**src/rtl/ring_counter_pkg.sv**
```systemverilog
// Shared types and helpers for the ring/Johnson counter.
// Helpers work on a MAXW-wide vector plus a live width argument.
package ring_counter_pkg;

  typedef enum logic {
    RING    = 1'b0,
    JOHNSON = 1'b1
  } mode_e;

  typedef enum logic {
    RIGHT = 1'b0,
    LEFT  = 1'b1
  } dir_e;

  localparam int MAXW = 64;

  typedef logic [MAXW-1:0] vec_t;

  // Johnson states are exactly the patterns with at most one
  // boundary between adjacent differing bits.
  function automatic logic is_legal(
    input vec_t  q,
    input mode_e m,
    input int    w
  );
    int ones;
    int edges;
    ones  = 0;
    edges = 0;
    for (int i = 0; i < MAXW; i++) begin
      if (i < w && q[i]) ones++;
    end
    for (int i = 0; i < MAXW - 1; i++) begin
      if (i < w - 1 && q[i] != q[i+1]) edges++;
    end
    if (m == RING) return ones == 1;
    return edges <= 1;
  endfunction

  function automatic vec_t home_state(
    input mode_e m,
    input int    seed
  );
    vec_t h;
    h = '0;
    for (int i = 0; i < MAXW; i++) begin
      if (m == RING && i == seed) h[i] = 1'b1;
    end
    return h;
  endfunction

  function automatic vec_t next_state(
    input vec_t  q,
    input mode_e m,
    input dir_e  d,
    input int    w
  );
    vec_t n;
    logic top;
    logic fb;
    n   = '0;
    top = 1'b0;
    for (int i = 0; i < MAXW; i++) begin
      if (i == w - 1) top = q[i];
    end
    if (d == RIGHT) begin
      fb = q[0] ^ (m == JOHNSON);
      for (int i = 0; i < MAXW - 1; i++) begin
        if (i < w - 1) n[i] = q[i+1];
      end
      for (int i = 0; i < MAXW; i++) begin
        if (i == w - 1) n[i] = fb;
      end
    end else begin
      fb = top ^ (m == JOHNSON);
      n[0] = fb;
      for (int i = 1; i < MAXW; i++) begin
        if (i < w) n[i] = q[i-1];
      end
    end
    return n;
  endfunction

endpackage

```
**src/rtl/ring_state_check.sv**
```systemverilog
// Legality and home-state compare for the current counter value.
// Ports: q/mode in; legal, at_home, home out.
module ring_state_check
  import ring_counter_pkg::*;
#(
  parameter int WIDTH    = 4,
  parameter int SEED_POS = 0
) (
  input  logic [WIDTH-1:0] q,
  input  mode_e            mode,
  output logic             legal,
  output logic             at_home,
  output logic [WIDTH-1:0] home
);

  vec_t qx;

  always_comb begin
    qx = '0;
    qx[WIDTH-1:0] = q;
  end

  assign home    = WIDTH'(home_state(mode, SEED_POS));
  assign legal   = is_legal(qx, mode, WIDTH);
  assign at_home = (q == home);

endmodule

```
**src/rtl/ring_counter_gen.sv**
```systemverilog
// Parametrised ring/Johnson sequencer with load and self-correction.
// Ports: clk, rst, en, load, load_val, mode, dir -> q, wrap, illegal.
module ring_counter_gen
  import ring_counter_pkg::*;
#(
  parameter int WIDTH        = 4,
  parameter int SEED_POS     = 0,
  parameter int SELF_CORRECT = 1
) (
  input  logic             clk,
  input  logic             rst,
  input  logic             en,
  input  logic             load,
  input  logic [WIDTH-1:0] load_val,
  input  logic             mode,
  input  logic             dir,
  output logic [WIDTH-1:0] q,
  output logic             wrap,
  output logic             illegal
);

  mode_e            m;
  dir_e             d;
  vec_t             qx;
  logic [WIDTH-1:0] step;
  logic [WIDTH-1:0] home;
  logic [WIDTH-1:0] q_d;
  logic             legal;
  logic             at_home;
  logic             wrap_d;

  assign m = mode_e'(mode);
  assign d = dir_e'(dir);

  always_comb begin
    qx = '0;
    qx[WIDTH-1:0] = q;
  end

  assign step = WIDTH'(next_state(qx, m, d, WIDTH));

  ring_state_check #(
    .WIDTH    (WIDTH),
    .SEED_POS (SEED_POS)
  ) u_check (
    .q       (q),
    .mode    (m),
    .legal   (legal),
    .at_home (at_home),
    .home    (home)
  );

  assign illegal = ~legal;

  always_comb begin
    q_d    = q;
    wrap_d = 1'b0;
    if (load) begin
      q_d = load_val;
    end else if (en) begin
      if (illegal && SELF_CORRECT != 0) begin
        q_d = home;
      end else begin
        q_d = step;
        // wrap marks arrival at home from a legal, non-home state
        wrap_d = legal && !at_home && (step == home);
      end
    end
  end

  always_ff @(posedge clk) begin
    if (rst) begin
      q    <= '0;
      wrap <= 1'b0;
    end else begin
      q    <= q_d;
      wrap <= wrap_d;
    end
  end

endmodule

```
**config.mk**
```make
export PLATFORM = sky130hd
export DESIGN_NAME = ring_counter_gen
export DESIGN_NICKNAME = d
export VERILOG_FILES = /design/src/rtl/ring_counter_pkg.sv /design/src/rtl/ring_state_check.sv /design/src/rtl/ring_counter_gen.sv
export SDC_FILE = /design/constraint.sdc
export NUM_CORES = 1
export LEC_CHECK = 0
export CAP_MARGIN = 20
export CORE_AREA = 2 2 39 41
export DETAILED_ROUTE_END_ITERATION = 8
export DIE_AREA = 0 0 41 43
export DONT_BUFFER_PORTS = 1
export GPL_ROUTABILITY_DRIVEN = 0
export GPL_TIMING_DRIVEN = 0
export MAX_ROUTING_LAYER = met4
export SYNTH_ARGS = -nofsm -noshare
export SYNTH_HDL_FRONTEND = slang
export SYNTH_SLANG_ARGS = --single-unit
```
**constraint.sdc**
```tcl
create_clock -name clk -period 5.25 [get_ports clk]
set_input_delay 1.05 -clock clk [delete_from_list [all_inputs] [get_ports clk]]
set_output_delay 1.05 -clock clk [all_outputs]
set_load 0.02 [all_outputs]
```
==> results.cfg <==
[status]
status = completed

[grt]
grt_pass1_wl_um = 1990
gr-total-overflow = 0
antenna_found_initial = 0
grt_pass1_vias = 467
grt_max_degree = 11
grt.total_usage_pct = 17.2

[synthesis]
ys_warn_count = 0
syn_nets = 81
ys.flop_type = dfxtp_1
synth-async-reset-ratio_pct = 0
synth_area_per_cell_sq_um = 7.68
ys_seq_area_share_pct = 19.5
syn_inst = 67
synth_enable_flop_cells = 0
syn-cell-area_sq_um = 514
synth_seq_cells = 5
ys_types = 30

[routing]
firstDrtPassIters = 4
avgRoutedWirePerCell_um = 14.1
dr_wl_met3_um = 75
drtAntennaViolNets = 0
viasPerCell = 5.72
top_layer_used = met3
met2_length_um = 566
drc = 0
dr.first_iter.drc_count = 19
wl_met1_um = 587
postRouteWirelength_um = 1230
vias = 498

[placed_design]
portBuffers = 0
dp.cells = 83
place_hpwl_um = 956

[worst_setup_path]
crit_arrival_ps = 2930
critPathCaptureType = primary output
cpPeakStageDelay_ps = 460
crit_slowest_cell = dfxtp_1
startpoint_type = flop
crit_top_cell = ha_1
path_max_fanout = 8
ff2ff_setup_slack_ps = 2140
reg2reg_depth = 9
worstSetupPathType = reg -> out
r2r_start = q[1]
cp_data_required_time_ps = 4200
cp_cell_sequence = clkbuf_1 -> inv_1 -> ha_1 -> xor2_1 -> ha_1 -> or2b_1 -> o211a_2 -> o31a_1
regToRegEndpoint = wrap

[floorplanning]
fp.dieH_um = 43
ios = 16
fp.dieW_um = 41
start_util_pct = 37.2
design.die.area_sq_um = 1760
rows = 14
coreArea_sq_um = 1380

[finish]
fill_cells = 152
final_cell_mix = inv_1 (8), a21oi_1 (5), dfxtp_1 (5)
multi_input_area_sq_um = 368
synthToLayoutAreaGrowth_pct = 9.00
final-instance-count-excl-fill = 87
diodes = 0
final_common_cell = inv_1
drive_gt1_share_pct = 8.45
nets = 86
regArea_sq_um = 100

[sta]
maxSlewHeadroom_pct = 70.8
setup_tns_ps = 0
min_period_ps = 3980
slew_violations = 0
hold_viol = 0
tightest_slew_ps = 437
setup_viol = 0
max_freq_mhz = 251
finalCritPeriodShare_pct = 75.7
rsz0062_at_grt = false
skew_ps = 3.72

[cts]
cts_root_buffer = clkbuf_4
cts_buffers = 3
ctsHtreeMaxLevel = 1
post_cts_buffers = 0
cts_tree = built
path_clk_slew_ps = 40
clock_latency_ps = 240
cts_buffer_depth = 2
ctsHoldBuffers = 0
cts_resized = 0
cts_sinks = 5

[hold_path]
hold_end = q[1]
hold_class = reg -> reg
whs_path_depth = 2
min-delay-start = q[0]

[run]
max_cap_violations = 0

[power]
pwr-share-seq_pct = 34.8
max-vdd-ir-drop_mv = 0.178
p_sw_mw = 0.0477
cellPowerDensity_nw_per_um2 = 241
power_leakage_nw = 0.220
p_int_mw = 0.0877
netSwitchingFraction_pct = 35.2
combPwrFrac_pct = 32.5
p_clk_share_pct = 32.7
cell type report:
cell class	count	area share [%]
plain buffers	4	2.90
inverters	8	5.36
flip-flops and latches	5	17.9
clock buffers	4	4.69
well taps	16	3.57
multi-input cells	50	65.6
worst max path at each step:
stage                     from       to  slack, ps  depth (start not counted)
after floorplan           q[1]  illegal       1790                          8
after global routing      q[1]  illegal       1160                          8
after CTS                 q[1]  illegal       1270                          8
after detailed placement  q[1]  illegal       1530                          8
final                     q[1]  illegal       1270                          8
after global placement    q[1]  illegal       1550                          8
logic make-up after synthesis:
kind of cell | Yosys count | share of synthesized area, %
fa+ha+maj | 4 | 9.73
buf+inv | 12 | 9.00
simple gates | 20 | 23.6
mux | 3 | 5.84
flops | 5 | 19.5
xor+xnor | 5 | 8.52
compound gates | 18 | 23.8
registers in the layout, indices dropped and copies added, names as in the netlist:
name	count
q	4
wrap	1
power groups by stage:
stage / Clock, mW / Combinational (mW) / Sequential (mW)
2_1_floorplan: 0 / 0.0365 / 0.0467
3_3_place_gp: 0 / 0.0429 / 0.0480
3_5_place_dp: 0 / 0.0438 / 0.0479
4_1_cts: 0.0453 / 0.0439 / 0.0473
5_1_grt: 0.0487 / 0.0495 / 0.0477
6_report: 0.0442 / 0.0440 / 0.0471
cell usage after synthesis, drive strengths merged (2+ instances only):
cell type | n | share of area (%)
clkbuf | 3 | 2.2
nor4 | 3 | 4.9
mux2i | 3 | 5.8
a21oi | 5 | 4.9
o32ai | 3 | 5.1
o211ai | 2 | 2.9
ha | 4 | 9.7
nor2 | 2 | 1.5
dfxtp | 5 | 19
inv | 8 | 5.8
nand3 | 2 | 1.9
nand2 | 3 | 2.2
xor2 | 4 | 6.8
nor3 | 4 | 3.9
o21ai | 2 | 1.9
per-stage QoR:
stage                     cell area, sq um  utilization (%)  hold slack (ps)  setup WS (ps)  total power [mW]
after global placement                 534             38.6              756           1550            0.0908
final                                  561             40.5              763           1270             0.135
after CTS                              561             40.5              773           1270             0.137
after global routing                   561             40.5              820           1160             0.146
after floorplan                        514                -              686           1790            0.0833
after detailed placement               534             38.6              767           1530            0.0917
worst max-delay path: cells and delay by family, from the launching register on:
family	cells	cell delay, ps
compound gates	2	670
fa+ha+maj	2	650
buf+inv	2	470
flops	1	460
simple gates	1	220
xor+xnor	1	210
per-layer routing:
layer	up-vias	GRT usage, %
li1	254	-
met1	229	22.7
met2	15	23.4
met3	0	8.38
met4	0	4.00
met5	-	-
Note: power is estimated with default switching activity, not from simulation.
